File: src/rtl/dram_port_arbiter_pkg.sv
// rtl/dram_port_arbiter_pkg.sv - shared state encodings and port indices for the DRAM port arbiter
package dram_port_arbiter_pkg;

  typedef enum logic {
    ARB_WAIT_CALIB = 1'b0,
    ARB_RUN        = 1'b1
  } arb_state_t;

  localparam logic PORT_IMEM = 1'b0;
  localparam logic PORT_DMEM = 1'b1;

endpackage

File: src/rtl/SyncFIFO.sv
// rtl/SyncFIFO.sv - synchronous FIFO with registered full/empty flags and show-ahead read data
module SyncFIFO #(
  parameter int DATA_WIDTH = 8,
  parameter int ADDR_WIDTH = 2
) (
  input  logic                  i_clk,
  input  logic                  i_rst,
  input  logic                  i_push,
  input  logic [DATA_WIDTH-1:0] i_data,
  input  logic                  i_pop,
  output logic [DATA_WIDTH-1:0] o_data,
  output logic                  o_full,
  output logic                  o_empty
);

  localparam int DEPTH = 1 << ADDR_WIDTH;
  localparam logic [ADDR_WIDTH:0] DEPTH_CNT = DEPTH[ADDR_WIDTH:0];

  logic [DATA_WIDTH-1:0] r_mem [DEPTH];
  logic [ADDR_WIDTH-1:0] r_wptr;
  logic [ADDR_WIDTH-1:0] r_rptr;
  logic [ADDR_WIDTH:0]   r_count;
  logic [ADDR_WIDTH:0]   w_count_next;
  logic                  w_push;
  logic                  w_pop;

  // Overflow and underflow requests are dropped so the pointers never wrap past each other.
  assign w_push = i_push & ~o_full;
  assign w_pop  = i_pop & ~o_empty;
  assign o_data = r_mem[r_rptr];

  always_comb begin
    w_count_next = r_count;
    if (w_push && !w_pop) begin
      w_count_next = r_count + (ADDR_WIDTH+1)'(1);
    end else if (!w_push && w_pop) begin
      w_count_next = r_count - (ADDR_WIDTH+1)'(1);
    end
  end

  always_ff @(posedge i_clk) begin
    if (i_rst) begin
      r_wptr  <= '0;
      r_rptr  <= '0;
      r_count <= '0;
      o_full  <= 1'b0;
      o_empty <= 1'b1;
    end else begin
      if (w_push) begin
        r_mem[r_wptr] <= i_data;
        r_wptr        <= r_wptr + ADDR_WIDTH'(1);
      end
      if (w_pop) begin
        r_rptr <= r_rptr + ADDR_WIDTH'(1);
      end
      r_count <= w_count_next;
      o_full  <= (w_count_next == DEPTH_CNT);
      o_empty <= (w_count_next == '0);
    end
  end

endmodule

File: src/rtl/dram_port_arbiter.sv
// rtl/dram_port_arbiter.sv - round-robin arbiter of two cache ports onto one DRAM user interface
module dram_port_arbiter
  import dram_port_arbiter_pkg::*;
#(
  parameter int APP_ADDR_WIDTH = 28,
  parameter int APP_DATA_WIDTH = 128,
  parameter int APP_MASK_WIDTH = 16,
  parameter int TAG_ADDR_WIDTH = 2
) (
  input  logic                      i_clk,
  input  logic                      i_rst,
  input  logic                      i_p0_ren,
  input  logic                      i_p1_ren,
  input  logic                      i_p0_wen,
  input  logic                      i_p1_wen,
  input  logic [APP_ADDR_WIDTH-2:0] i_p0_addr,
  input  logic [APP_ADDR_WIDTH-2:0] i_p1_addr,
  input  logic [APP_DATA_WIDTH-1:0] i_p0_data,
  input  logic [APP_DATA_WIDTH-1:0] i_p1_data,
  input  logic [APP_MASK_WIDTH-1:0] i_p0_mask,
  input  logic [APP_MASK_WIDTH-1:0] i_p1_mask,
  output logic                      o_p0_ack,
  output logic                      o_p1_ack,
  output logic [APP_DATA_WIDTH-1:0] o_p0_data,
  output logic [APP_DATA_WIDTH-1:0] o_p1_data,
  output logic                      o_p0_data_valid,
  output logic                      o_p1_data_valid,
  output logic                      o_dram_ren,
  output logic                      o_dram_wen,
  output logic [APP_ADDR_WIDTH-2:0] o_dram_addr,
  output logic [APP_DATA_WIDTH-1:0] o_dram_data,
  output logic [APP_MASK_WIDTH-1:0] o_dram_mask,
  input  logic [APP_DATA_WIDTH-1:0] i_dram_data,
  input  logic                      i_dram_data_valid,
  input  logic                      i_dram_busy,
  input  logic                      i_dram_calib_done,
  output logic                      o_err
);

  arb_state_t r_state;
  logic       r_last;

  logic w_run;
  logic w_p0_elig;
  logic w_p1_elig;
  logic w_gnt0;
  logic w_gnt1;
  logic w_fifo_full;
  logic w_fifo_empty;
  logic w_owner;
  logic w_pop;
  logic w_rw_err;

  // Reset also masks grants so nothing reaches DRAM while the tag FIFO is being cleared.
  assign w_run = (r_state == ARB_RUN) & ~i_rst;

  assign w_p0_elig = (i_p0_ren | i_p0_wen) & w_run & ~i_dram_busy & ~(i_p0_ren & w_fifo_full);
  assign w_p1_elig = (i_p1_ren | i_p1_wen) & w_run & ~i_dram_busy & ~(i_p1_ren & w_fifo_full);

  assign w_gnt0 = w_p0_elig & (~w_p1_elig | (r_last == PORT_DMEM));
  assign w_gnt1 = w_p1_elig & (~w_p0_elig | (r_last == PORT_IMEM));

  assign o_p0_ack = w_gnt0;
  assign o_p1_ack = w_gnt1;

  // A port raising ren and wen together is served as a read; the write half is dropped.
  assign o_dram_ren  = (w_gnt0 & i_p0_ren) | (w_gnt1 & i_p1_ren);
  assign o_dram_wen  = (w_gnt0 & i_p0_wen & ~i_p0_ren) | (w_gnt1 & i_p1_wen & ~i_p1_ren);
  assign o_dram_addr = w_gnt1 ? i_p1_addr : (w_gnt0 ? i_p0_addr : '0);
  assign o_dram_data = w_gnt1 ? i_p1_data : (w_gnt0 ? i_p0_data : '0);
  assign o_dram_mask = w_gnt1 ? i_p1_mask : (w_gnt0 ? i_p0_mask : '0);

  assign w_pop    = i_dram_data_valid & ~w_fifo_empty;
  assign w_rw_err = (w_p0_elig & i_p0_ren & i_p0_wen) | (w_p1_elig & i_p1_ren & i_p1_wen);

  SyncFIFO #(
    .DATA_WIDTH (1),
    .ADDR_WIDTH (TAG_ADDR_WIDTH)
  ) u_tag_fifo (
    .i_clk   (i_clk),
    .i_rst   (i_rst),
    .i_push  (o_dram_ren),
    .i_data  (w_gnt1),
    .i_pop   (w_pop),
    .o_data  (w_owner),
    .o_full  (w_fifo_full),
    .o_empty (w_fifo_empty)
  );

  always_ff @(posedge i_clk) begin
    if (i_rst) begin
      r_state         <= ARB_WAIT_CALIB;
      r_last          <= PORT_DMEM;
      o_err           <= 1'b0;
      o_p0_data_valid <= 1'b0;
      o_p1_data_valid <= 1'b0;
      o_p0_data       <= '0;
      o_p1_data       <= '0;
    end else begin
      case (r_state)
        ARB_WAIT_CALIB: if (i_dram_calib_done) r_state <= ARB_RUN;
        ARB_RUN:        r_state <= ARB_RUN;
        default:        r_state <= ARB_WAIT_CALIB;
      endcase
      if (w_gnt0 || w_gnt1) begin
        r_last <= w_gnt1;
      end
      if (w_rw_err || (i_dram_data_valid && w_fifo_empty)) begin
        o_err <= 1'b1;
      end
      o_p0_data_valid <= w_pop & (w_owner == PORT_IMEM);
      o_p1_data_valid <= w_pop & (w_owner == PORT_DMEM);
      if (w_pop && (w_owner == PORT_IMEM)) o_p0_data <= i_dram_data;
      if (w_pop && (w_owner == PORT_DMEM)) o_p1_data <= i_dram_data;
    end
  end

endmodule

File: config.mk
export PLATFORM = sky130hd
export DESIGN_NAME = dram_port_arbiter
export DESIGN_NICKNAME = d
export VERILOG_FILES = /design/src/rtl/dram_port_arbiter_pkg.sv /design/src/rtl/SyncFIFO.sv /design/src/rtl/dram_port_arbiter.sv
export SDC_FILE = /design/constraint.sdc
export NUM_CORES = 1
export LEC_CHECK = 0
export ABC_AREA = 1
export CORE_AREA = 4 4 350 352
export CTS_CLUSTER_SIZE = 40
export DETAILED_ROUTE_END_ITERATION = 10
export DIE_AREA = 0 0 354 356
export GPL_TIMING_DRIVEN = 0
export REMOVE_ABC_BUFFERS = 1
export SLEW_MARGIN = 20
export SYNTH_ARGS = -nofsm -noshare
export SYNTH_HDL_FRONTEND = slang
export SYNTH_SLANG_ARGS = --single-unit
File: constraint.sdc
create_clock -name i_clk -period 3.83 [get_ports i_clk]
set_input_delay 0.5745 -clock i_clk [delete_from_list [all_inputs] [get_ports i_clk]]
set_output_delay 0.5745 -clock i_clk [all_outputs]
set_load 0.05 [all_outputs]
## Word level (Yosys, flattened, before mapping)

Memories as Yosys holds them, arrays and structs flattened. A register that Yosys moved wholly into a read port is not among the register bits.
Index checks and enable logic that the tools add are counted.

- Add/subtract/negate cells: 4
- Multiply operators: 0
- Divide/modulo/power cells: 0
- $lt $le $gt $ge: 0
- Eq/ne operators: 1
- Shift operators: 0
- Muxes and demuxes: 15
- Bitwise gates (word level): 46
- Reduce and logical (&&, ||, !) cells: 10

Operators with widths:

| kind | count |
|---|---|
| $mux W128 | 2 |
| $mux W27 | 2 |
| $mux W16 | 2 |
| $and A1 B1 Y1 | 26 |
| $not A1 Y1 | 13 |
| $or A1 B1 Y1 | 7 |
| $mux W3 | 2 |
| $logic_and A1 B1 Y1 | 5 |
| $add A2 B1 Y2 const B | 2 |
| $mux W1 | 4 |
| $mux W2 | 2 |
| $add A3 B1 Y3 const B | 1 |
| $eq A3 B3 Y1 const B | 1 |
| $logic_not A3 Y1 | 1 |
| $sub A3 B1 Y3 const B | 1 |
| $logic_not A1 Y1 | 2 |
| $logic_or A1 B1 Y1 | 2 |
| $pmux W1 S2 | 1 |

- Flip-flop bits (word level): 270
- Latch bits: 0
- RAM bits: 4
- Memory bits (read-only): 0
- Bits of input ports: 479
- Output and inout port bits: 434
- Memories: 1

Memory list:

| name | words | bits a word | read ports | clocked after memory_dff | wr ports | line | source |
|---|---|---|---|---|---|---|---|
| u_tag_fifo.r_mem | 4 | 1 | 1 | 1 | 1 | SyncFIFO.sv:19 | `logic [DATA_WIDTH-1:0] r_mem [DEPTH];` |

## Depth between registers and ports, before layout

- Depth in word-level cells: 16
- Gate-level depth with buffers: 14
- Gate-level depth less buffers: 14

## Cells and area by module

From an unflattened synthesis, not the netlist that was laid out.

- Cells, all modules: 1867
- Area total of the unflattened synthesis: 13190.2 um^2

By module, submodules not included:

| module | instances | cells an instance | area an instance (um^2) | sequential area each (um^2) |
|---|---|---|---|---|
| dram_port_arbiter | 1 | 1778 | 12467.0 | 5225.0 |
| SyncFIFO | 1 | 89 | 723.2 | 340.3 |

## Worst setup path after synthesis

Ideal clock, no wire load.

- Path type: input port to output port
- From: input i_rst
- To: output o_dram_data[124]
- Arrival: 1971 ps
- Setup slack: 1285 ps
- Cell stages on the path: 8
- Path buffers: 2
- Cells stage by stage: buf_6 > nor2_4 > nand2_1 > inv_2 > nand2_1 > inv_2 > buf_2 > a22o_1

RTL lines:

| element | line | source |
|---|---|---|
| start: declaration | dram_port_arbiter.sv:11 | `input logic i_rst,` |
| $not A1 Y1 * | dram_port_arbiter.sv:55 | `assign w_run = (r_state == ARB_RUN) & ~i_rst;` |
| $and A1 B1 Y1 * | dram_port_arbiter.sv:55 |  |
| $and A1 B1 Y1 (3 in a row) | dram_port_arbiter.sv:57 | `assign w_p0_elig = (i_p0_ren \| i_p0_wen) & w_run & ~i_dram_busy & ~(i_p0_ren & w_fifo_full);` |
| $not A1 Y1 | dram_port_arbiter.sv:61 | `assign w_gnt1 = w_p1_elig & (~w_p0_elig \| (r_last == PORT_IMEM));` |
| $or A1 B1 Y1 | dram_port_arbiter.sv:61 |  |
| $and A1 B1 Y1 * | dram_port_arbiter.sv:61 |  |
| named net o_p1_ack | dram_port_arbiter.sv:23 | `output logic o_p1_ack,` |
| $mux W128 * | dram_port_arbiter.sv:70 | `assign o_dram_data = w_gnt1 ? i_p1_data : (w_gnt0 ? i_p0_data : '0);` |
| end: declaration | dram_port_arbiter.sv:31 | `output logic [APP_DATA_WIDTH-1:0] o_dram_data,` |

The timed path passes the listed nets; every way through them passes the cells marked *.

## Worst setup path in the final report

- From: input i_p1_ren
- To: output o_dram_data[114]

- Longest elaborated chain between the ends: 9

RTL lines:

| element | line | source |
|---|---|---|
| start: declaration | dram_port_arbiter.sv:13 | `input logic i_p1_ren,` |
| $or A1 B1 Y1 | dram_port_arbiter.sv:58 | `assign w_p1_elig = (i_p1_ren \| i_p1_wen) & w_run & ~i_dram_busy & ~(i_p1_ren & w_fifo_full);` |
| $and A1 B1 Y1 (2 in a row) | dram_port_arbiter.sv:58 |  |
| $and A1 B1 Y1 * | dram_port_arbiter.sv:58 |  |
| $not A1 Y1 | dram_port_arbiter.sv:60 | `assign w_gnt0 = w_p0_elig & (~w_p1_elig \| (r_last == PORT_DMEM));` |
| $or A1 B1 Y1 | dram_port_arbiter.sv:60 |  |
| $and A1 B1 Y1 | dram_port_arbiter.sv:60 |  |
| $mux W128 | dram_port_arbiter.sv:70 |  |
| $mux W128 * | dram_port_arbiter.sv:70 |  |

Mark *: on every way between the ends. The rest lies on a longest branch, timed or not.

==> out/qor.yml <==
timing:
  setup_viol: 0
  finalCriticalPeriod_ps: 3690
  drv_slew: 0
  fin_crit_sh_pct: 96.3
  hold_viol: 0
  relSlewSlack_pct: 43.5
  worst_slew_pin_slew_ps: 838
  fin_skew_ps: 15.3
  postLayoutSetupSlackWorst_ps: 142
  fmax_ghz: 0.271
  fin_setup_tns_ps: 0
  rsz0062_at_grt: "no"
route:
  wl_mm: 100
  drt.antenna.violating_nets: 0
  firstDrtPassIters: 6
  vias: 14031
  drc: 0
  viasPerCell: 3.55
  post_drt_wl_per_cell_um: 25.4
  drt_first_iter_violations: 929
setup_path:
  cp_common_cell: "nand2_1"
  crit_fanout: 72
  cpMaxStageDelayCell: "clkdlybuf4s50_1"
  rrSetupSlack_ps: 1310
  crit_type: "in -> out"
  crit_buf_inv: 4
  worstPathArrival_ps: 3110
  max_stage_delay_ps: 830
  path_cells: "clkdlybuf4s50_1 -> nand2_1 -> nand2_2 -> nand2_1 -> inv_2 -> nand2_1 -> inv_12 -> a22o_1 -> clkdlybuf4s50_1"
  crit_family: "buffers and inverters"
  r2r_cells: 10
  timing.rr.end: "o_p0_data[114]"
  cp-end-kind: "primary output"
  required_ps: 3260
  startpoint_type: "input pin"
clock_tree:
  cts_max_path_buffers: 3
  cts_setup_buffers: 0
  h-tree-depth: 1
  cts_tree: "done"
  insertion_delay_ps: 580
  root_buffer: "clkbuf_16"
  numCtsBuffers: 30
  clkSinkCount: 276
  path_clk_slew_ps: 60
  cts_hold_buf: 0
place:
  hpwlAfterDp_mm: 84.8
  pre_cts_slack_ps: -909
  globalplace.congestion: 0.871
  io_buffers: 912
  placed_area_sq_um: 22600
die:
  core_sq_um: 119000
  dieWidth_um: 354
  start_util_pct: 9.76
  dieArea_sq_um: 126000
  rows: 127
  io_pins: 913
  die_h_um: 356
grt:
  antenna_found_initial: 98
  grt_start_max_net_pins: 118
  gr-total-overflow: 0
  gr-usage-all-layers_pct: 14.7
  grt_pass1_wl_mm: 124
  first_global_vias: 12934
synth:
  yosysTopAreaCell: "dfxtp_1"
  netlist_area_sq_um: 11700
  synth_seq_area_share_pct: 47.8
  postSynthAreaPerCell_sq_um: 8.05
  synthTopCellsByCount: "dfxtp_1 (272), nor2_1 (267), o21ai_0 (257)"
  synth_seq_cells: 276
  synth_warnings: 0
  synthCells: 1447
  synth_ff_type: "dfxtp_1"
  yosys-top-cells-area: "dfxtp_1 (47%), a22o_1 (13%), o21ai_0 (11%)"
  synth_edf_count: 4
  yosysMostFrequentCell: "dfxtp_1"
  synth_top_cell_area_share_pct: 46.7
  async_flop_share_pct: 0
  synth_cell_types: 30
power:
  max-vdd-ir-drop_mv: 0.266
  leakage_nw: 8.98
  total_power_mw: 11.1
  powerDensity_nw_per_um2: 468
layout:
  fin_nets: 2773
  syn_to_final_growth_pct: 103
  final_layout_size_suffix_gt1_share_pct: 8.83
  postLayoutCellArea_sq_um: 23600
hold_path:
  min_from: "o_p1_data[52]"
  hold_depth: 2
  min_to: "o_p1_data[52]"
  min_path_type: "reg -> reg"
run_status:
  outcome: "finished clean"
run:
  maxCapViolCount: 0
## kinds of logic (layout without fill, tap and decap cells)
| group | Yosys count | in the layout | share of synthesized area [%] |
|---|---|---|---|
| AOI/OAI and AO/OA | 569 | 569 | 30.0 |
| and+or+nand+nor | 316 | 316 | 10.9 |
| buffers and inverters | 277 | 1140 | 10.4 |
| DFF | 276 | 276 | 47.8 |
| adders and majority gates | 6 | 6 | 0.644 |
| xor gates and xnor gates | 3 | 3 | 0.226 |
| other | 0 | 28 | 0 |
## power by group
part	internal [mW]	total (mW)	switching (mW)
sequential	3.34	3.57	0.233
clock	1.70	3.00	1.29
combinational	1.58	4.50	2.92
total	6.62	11.1	4.45
## repair_timing
| item | in CTS | in global routing |
|---|---|---|
| cloned | 1 | 2 |
| pin swaps | 0 | 0 |
| resized for setup | 364 | 54 |
| endpoints found under the setup margin | 174 | 115 |
## sequential cells by signal (all words and copies together) (netlist names), named ones only
name / cells
o_p1_data: 128
u_tag_fifo.r_rptr: 2
u_tag_fifo.r_mem: 4
o_p0_data_valid: 1
o_p0_data: 128
u_tag_fifo.o_empty: 1
o_err: 1
u_tag_fifo.o_full: 1
u_tag_fifo.r_wptr: 2
o_p1_data_valid: 1
r_state: 1
u_tag_fifo.r_count: 3
r_last: 1
## worst register-to-register path: cells and delay by family (launching register included)
| family | cells | cell delay, ps |
|---|---|---|
| flops | 1 | 370 |
| compound gates | 1 | 440 |
| buf+inv | 5 | 820 |
| simple gates | 4 | 750 |
## metrics by stage
step | utilization [%] | std cells | hold slack, ps
after detailed placement | 18.9 | 3865 | 435
final | 19.8 | 3950 | 442
after CTS | 19.8 | 3920 | 445
after floorplan | - | 1326 | 438
after global placement | 18.6 | 3850 | 433
after global routing | 19.7 | 3924 | 460
## how the worst max path moves through the flow
stage	startpoint	endpoint	slack, ps	cells past startpoint
6_report	i_p1_ren	o_dram_data[114]	140	9
5_1_grt	i_p1_ren	o_dram_data[114]	30	9
4_1_cts	i_p1_ren	o_dram_mask[12]	2	9
3_5_place_dp	i_rst	o_dram_data[82]	-910	9
3_3_place_gp	i_dram_data_valid	o_p0_data[114]	-8290	8
2_1_floorplan	i_dram_data_valid	o_p0_data[14]	-850	7
## placed cells by master (no fill, tap or decap), types with 26 or more instances in the layout
cell type / netlist / layout
clkbuf_2: 0 / 29
diode_2: 0 / 28
clkdlybuf4s50_1: 0 / 768
nor2_1: 267 / 267
clkdlybuf4s15_2: 0 / 53
nand2_1: 27 / 26
o21ai_0: 257 / 257
dfxtp_1: 272 / 272
a22o_1: 171 / 171
clkbuf_16: 0 / 31
a21oi_1: 134 / 134
inv_1: 148 / 148
## final cells by class
class / count / area (sq um)
timing repair buffer: 929 / 9430
antenna: 28 / 70.1
clock buffer: 35 / 800
clock inverter: 19 / 203
multi-input combinational: 894 / 4900
tap: 1612 / 2020
fill: 13289 / 95700
sequential: 276 / 5570
timing repair inverter: 1 / 8.76
inverter: 156 / 627
## metal layers
| metal | share of wire [%] | GRT usage [%] | vias up |
|---|---|---|---|
| met5 | 0.42 | 0 | - |
| met4 | 3.5 | 4.19 | 66 |
| met3 | 12 | 7.96 | 201 |
| met2 | 54 | 28.6 | 625 |
| met1 | 31 | 12.9 | 6526 |
| li1 | - | - | 6613 |
Power figures use the tool's default switching activity.
